### config.mk
export PLATFORM = sky130hd
export DESIGN_NAME = goldschmidt_ctrl
export DESIGN_NICKNAME = d
export VERILOG_FILES = /design/src/rtl/goldschmidt_ctrl.sv
export SDC_FILE = /design/constraint.sdc
export NUM_CORES = 1
export LEC_CHECK = 0
export ABC_AREA = 1
export CAP_MARGIN = 0
export CELL_PAD_IN_SITES_DETAIL_PLACEMENT = 2
export CELL_PAD_IN_SITES_GLOBAL_PLACEMENT = 2
export CORE_MARGIN = 1
export CORE_UTILIZATION = 29
export CTS_BUF_LIST = sky130_fd_sc_hd__clkbuf_8
export CTS_CLUSTER_DIAMETER = 30
export DETAILED_ROUTE_END_ITERATION = 10
export GPL_TIMING_DRIVEN = 1
export PLACE_DENSITY = 0.79
export SLEW_MARGIN = 40
export SYNTH_ARGS = -nofsm -noshare
export SYNTH_HDL_FRONTEND = slang
export SYNTH_SLANG_ARGS = --single-unit
### constraint.sdc
create_clock -name clk -period 1.4 [get_ports clk]
set_clock_uncertainty 0.1 [all_clocks]
set_input_delay 0.28 -clock clk [delete_from_list [all_inputs] [get_ports clk]]
set_output_delay 0.28 -clock clk [all_outputs]
set_load 0.03 [all_outputs]
### src/rtl/goldschmidt_ctrl.sv
// Goldschmidt divider control FSM.
// Sequences operand load, ITERS multiply-refine iterations of MUL_LAT cycles
// each, the quotient load, and a done/ack handshake. A zero divisor bypasses
// the iterations and reports err_div0 with done.
module goldschmidt_ctrl #(
  parameter int ITERS   = 4,
  parameter int MUL_LAT = 2
) (
  input  logic       clk,
  input  logic       reset,
  input  logic       start,
  input  logic       dvsr_zero,
  input  logic       ack,
  output logic       ld_init,
  output logic       ld_iter,
  output logic       ld_q,
  output logic [3:0] iter_cnt,
  output logic       busy,
  output logic       done,
  output logic       err_div0
);

  localparam logic [2:0] S_IDLE  = 3'd0;
  localparam logic [2:0] S_LOAD  = 3'd1;
  localparam logic [2:0] S_ITER  = 3'd2;
  localparam logic [2:0] S_FINAL = 3'd3;
  localparam logic [2:0] S_DONE  = 3'd4;

  localparam logic [3:0] SUB_LAST  = 4'(MUL_LAT - 1);
  localparam logic [3:0] ITER_LAST = 4'(ITERS - 1);

  logic [2:0] state;
  logic [2:0] state_nxt;
  logic [3:0] sub_cnt;
  logic       iter_step;

  // An iteration commits in the last multiplier cycle of each ITER pass.
  assign iter_step = (state == S_ITER) && (sub_cnt == SUB_LAST);

  // Next-state decode; unused encodings fall back to IDLE.
  always_comb begin
    state_nxt = S_IDLE;
    case (state)
      S_IDLE:  if (start) state_nxt = dvsr_zero ? S_DONE : S_LOAD;
               else       state_nxt = S_IDLE;
      S_LOAD:  state_nxt = S_ITER;
      S_ITER:  state_nxt = (iter_step && (iter_cnt == ITER_LAST)) ? S_FINAL : S_ITER;
      S_FINAL: state_nxt = S_DONE;
      S_DONE:  state_nxt = ack ? S_IDLE : S_DONE;
      default: state_nxt = S_IDLE;
    endcase
  end

  // State register.
  always_ff @(posedge clk or negedge reset) begin
    if (!reset) state <= S_IDLE;
    else        state <= state_nxt;
  end

  // Iteration index and multiplier sub-cycle counter.
  always_ff @(posedge clk or negedge reset) begin
    if (!reset) begin
      iter_cnt <= 4'd0;
      sub_cnt  <= 4'd0;
    end else begin
      case (state)
        S_IDLE: begin
          sub_cnt <= 4'd0;
          if (start && !dvsr_zero) iter_cnt <= 4'd0;
        end
        S_LOAD: begin
          sub_cnt  <= 4'd0;
          iter_cnt <= 4'd0;
        end
        S_ITER: begin
          if (iter_step) begin
            sub_cnt <= 4'd0;
            if (iter_cnt != ITER_LAST) iter_cnt <= iter_cnt + 4'd1;
          end else begin
            sub_cnt <= sub_cnt + 4'd1;
          end
        end
        default: sub_cnt <= 4'd0;
      endcase
    end
  end

  // Divide-by-zero flag: set only on the IDLE shortcut, cleared by ack.
  always_ff @(posedge clk or negedge reset) begin
    if (!reset) begin
      err_div0 <= 1'b0;
    end else if ((state == S_IDLE) && start && dvsr_zero) begin
      err_div0 <= 1'b1;
    end else if ((state == S_DONE) && ack) begin
      err_div0 <= 1'b0;
    end
  end

  assign ld_init = (state == S_LOAD);
  assign ld_iter = iter_step;
  assign ld_q    = (state == S_FINAL);
  assign busy    = (state == S_LOAD) || (state == S_ITER) || (state == S_FINAL);
  assign done    = (state == S_DONE);

endmodule

Yosys cells after proc, flatten, opt, wreduce, memory -nomap -nowiden
Index checks and enable logic that the tools add are counted.
- register bits: 12
- output and inout bits: 10
- $add $sub $neg: 2
- equality and inequality tests: 10
- multiplexer cells: 13
- reduce and logical (&&, ||, !) cells: 13
- operators with widths (kind ; number):
    two-way mux 4 bit ; 5
    one-hot mux 3 bit (5 select lines) ; 1
    one-hot mux 4 bit (3 select lines) ; 1
    two-way mux 3 bit ; 3
    adder 4 x 1 -> 4 bit, second input constant ; 2
    == test 3 x 2 -> 1 bit, second input constant ; 2
    logical AND 1 bit ; 6
    == test 4 x 1 -> 1 bit, second input constant ; 1
    == test 4 x 2 -> 1 bit, second input constant ; 1
    != test 2 bit, second input constant ; 2
    != test 4 x 2 -> 1 bit, second input constant ; 1
    AND reduction 4 bit ; 1
    == test 3 x 1 -> 1 bit, second input constant ; 1
    == test 3 bit, second input constant ; 1
    logical NOT 3 bit ; 1
    two-way mux 1 bit ; 3
    nonzero test 3 bit ; 1
    logical OR 1 bit ; 2
    != test 2 x 1 -> 1 bit, second input constant ; 1
    nonzero test 2 bit ; 1
    logical NOT 1 bit ; 1

Longest topological paths before layout
- depth in word-level cells: 5
- gate-level depth with buffers: 7
- depth with buffers taken out: 7

Worst setup path after synthesis
OpenSTA, ideal clock, no wires.
- path kind: register -> register
- from: register sub_cnt[1]
- to: register state[0]
- library setup time: 95 ps
- arrival time: 1332 ps
- data required time: 1205 ps
- setup slack: -127 ps
- cell stages (with the launch flop): 7
- buffers on the path: 0
- cells stage by stage: dfrtp_1 > inv_1 > ha_1 > nand2_1 > nor2_1 > nand3_1 > o31ai_1
- longest elaborated chain between the ends: 5
- RTL lines (element ; line ; text):
    start: declaration ; 34 ; logic [3:0] sub_cnt;
    start signal: assignment ; 80 ; sub_cnt <= sub_cnt + 4'd1;
    == test 4 x 1 -> 1 bit ; 38 ; assign iter_step = (state == S_ITER) && (sub_cnt == SUB_LAST);
    logical AND 1 bit ; 38 ;
    net ld_iter ; 15 ; output logic ld_iter,
    logical AND 1 bit ; 47 ; S_ITER: state_nxt = (iter_step && (iter_cnt == ITER_LAST)) ? S_FINAL : S_ITER;
    two-way mux 1 bit ; 47 ;
    one-hot mux 3 bit (5 select lines) ; 43 ; case (state)
    net state_nxt[0] ; 33 ; logic [2:0] state_nxt;
    end signal: assignment ; 57 ; else state <= state_nxt;
    end: declaration ; 32 ; logic [2:0] state;
The timed path passes the listed nets, and every way through them passes these cells.
A chain may end at the register's enable or synchronous reset.

Worst setup path after layout
- from: register state[0]
- to: output ld_iter
- longest elaborated chain between the ends: 2
- RTL lines (element ; line):
    == test 3 x 2 -> 1 bit ; 38
    logical AND 1 bit ; 38
    end: declaration ; 15
Every way passes these cells.

==> results by group <==
Die
  • Die width: 50.3 µm
  • I/O pins: 15
  • Starting Density: 30.5%
  • Cell Rows: 17
  • CORE AREA: 0.00221 mm²
  • Die Footprint: approximately 0.0025 mm²
  • Vert. Die Dim: slightly above 50 µm

Worst setup path
  • Critical path type: flop to output pin
  • Crit Path Max Fanout: 4
  • CP Capture Type: output pin
  • R2R Setup Slk: -0.13 ns
  • WP data required: around 1.0 ns
  • Worst EP arrival: approximately 1.2 ns
  • CP Launch Type: flop

Global route
  • Vias in the first global route: between 800 and 900
  • Largest net degree at the start of global routing: 13
  • All-Layer GR Usage: ~23%
  • Global-route wire length before repair: roughly 4200 µm
  • Initial antenna violation count: 0
  • Gr ovfl total: 0

Drt
  • Final WL: roughly 3000 µm
  • Via count: 772
  • Detail Route Antenna Nets: 0
  • Drt drc: 0
  • DRT iter0 DRCs: 12
  • Wirelength per Cell: 18.9 µm
  • Iteration count of the initial detailed-routing pass: 4
  • Vias/cell: between 4 and 5

Power and ir drop
  • Leak: about 0.60 nW
  • Comb pwr share: roughly three fifths
  • Power Density: around 1800 mW/mm²
  • Sw frac: between 40% and 50%
  • Peak VDD IR: 1020 µV
  • NetSw: roughly 0.001 W
  • Overall Power: about 0.0022 W
  • Internal power: 0.00121 W
  • Seq pwr share: 23.7%
  • Clock group share of total power: between 10% and 20%

Outcome
  • Outcome: finished, violations left
  • Failing checks: setup timing

Synthesis
  • Largest family of logic cells by synthesized area: simple AND/OR/NAND/NOR gates
  • Post-Syn Nets: 91
  • Post-synthesis mux area share: 0%
  • Mapped Cells: just over 80
  • Post-synthesis sequential area ratio: between 40% and 50%
  • Mapped Area: 676 µm²
  • Compound-Gate Fraction of Synth Area: roughly 7.6%
  • Synth Area in Adders: approximately 5.6%
  • Seq cells post-synth: 12
  • Post-Synth Simple-Gate Area: a little over a third
  • Post-Synth XOR/XNOR Area: under 10%
  • Unique masters post-synth: 20
  • Syn Area/Cell: about 8.1 µm²
  • Synth warn: 0

Clock tree
  • Clock transition at path regs: ~0.06 ns
  • H-tree levels: 1
  • CTS tree: yes
  • Clk Latency, worst-skew pair: 0.24 ns
  • Clk sink count: 12
  • CTS Root Cell: clkbuf_8
  • CTS Buf Count: 3
  • Hold buffer count at CTS: 0
  • CTS Buffer Depth: 2

Cells and area
  • Final net count: around 140
  • Post-layout util: a little under three fifths
  • Share of layout cells above drive strength 1: about 61%
  • Design area: 0.00122 mm²
  • ANT cells: 0
  • P&R area growth vs syn: 81.3%

STA
  • Setup-failing EPs final: 10
  • Unrepaired setup endpoints after global routing: yes
  • WHS: between 0.2 and 0.25 ns
  • Fin. Hold Viols: 0
  • Tightest Pin Transition: 0.295 ns
  • Final worst path period share: 110%
  • Fmax: around 0.65 GHz
  • Setup ws final: -0.144 ns
  • Period minus WS final: 1.54 ns
  • Final slew viol count: 0
  • Slew margin rel.: roughly four fifths

Placement
  • Placer congestion estimate: 0.766
  • Dpl cell area: just over 900 µm²
  • Detailed placement HPWL: about 1500 µm
  • PortBufs: 14

Hold path
  • Min-Delay Path Class: input pin to asynchronous set/reset pin

Flow run
  • Max-cap violations: 0
-- placed cells by master, fill, tap and decap left out, drive strengths merged --
cell,synthesis,layout
ha,3,3
nor2,21,21
clkbuf,0,3
buf,0,39
xnor2,1,1
o21ai,2,2
clkdlybuf4s50,0,4
nand4,1,1
nor3,1,1
nand3,8,8
a21o,1,1
o31ai,1,1
xor2,1,1
nand2,20,20
a21oi,1,1
inv,9,10
o221ai,1,1
dfrtp,12,12
-- stage by stage --
stage,cells,setup slack [ns],TNS [ns]
after floorplan,83,0.0239,0
after global placement,138,-0.139,-0.544
after detailed placement,138,-0.209,-0.831
after CTS,149,-0.149,-0.678
after global routing,158,-0.217,-1.55
final,158,-0.144,-1.02
-- routing by layer --
layer,global-route usage (%),routed length [µm],up-vias
met2,40.7,1510,19
met4,11.0,50,0
met3,3.33,55,6
met1,27.0,1380,391
met5,0,0,-
li1,-,-,356
-- cell type report --
type	instances	area [µm²]
multi-input combinational	62	448
sequential	12	305
timing repair buffer	43	355
fill	236	987
inverter	9	36.3
clock inverter	1	3.75
clock buffer	3	41.3
tap	28	35.0
-- cells by family after synthesis --
family / count (synthesis)
AND/OR/NAND/NOR: 51
flip-flops: 12
buffers and inverters: 9
AO/OA/AOI/OAI: 6
adder cells (fa/ha/maj): 3
XOR/XNOR: 2
-- critical path: stages (launching register included) --
cell and delay, ns:
dfrtp_2 0.46, inv_4 0.10, nand3_4 0.11, nor2_4 0.12, buf_6 0.14
-- registers in the layout, indices dropped and copies added, names as in the netlist --
| register | cells |
|---|---|
| err_div0 | 1 |
| iter_cnt | 4 |
| state | 3 |
| sub_cnt | 4 |
-- synth_stat cells --
cell	instances	share of area, %
nand2_1	17	9.4
nor2_1	16	8.9
dfrtp_1	12	44
inv_1	7	3.9
nand3_1	7	5.2
nor2_2	4	3.7
ha_1	3	5.6
nand2_2	3	2.8
inv_2	2	1.1
o21ai_0	2	1.5
a21o_2	1	1.3
a21oi_4	1	2.4
nand3_2	1	1.5
nand4_1	1	0.93
nor2_4	1	1.7
nor3_1	1	0.74
o221ai_1	1	1.3
o31ai_1	1	1.1
xnor2_1	1	1.3
xor2_1	1	1.3
-- what timing repair did --
item,CTS,global route
hold endpoints to repair,0,0
endpoints found under the setup margin,9,11
gates resized for setup,14,25
pin swaps,7,12
buffers inserted,7,10
-- power by group through the flow --
stage / sequential (W) / combinational [W] / clock (W)
finish: 0.000523 / 0.00135 / 0.000327
global route: 0.000531 / 0.00142 / 0.000347
CTS: 0.000497 / 0.00103 / 0.000332
detailed placement: 0.000492 / 0.000859 / 0
global placement: 0.000488 / 0.000828 / 0
floorplan: 0.000550 / 0.000467 / 0
-- worst paths after layout --
check,start,endpoint,depth (start not counted)
min in group clk,err_div0,err_div0,2
min reg2reg,err_div0,err_div0,2
max in group asynchronous,reset,state[0],2
max,state[0],ld_iter,4
min,reset,iter_cnt[1],2
max reg2reg,state[2],iter_cnt[0],8
No activity file was read; power rests on OpenSTA's default activity.
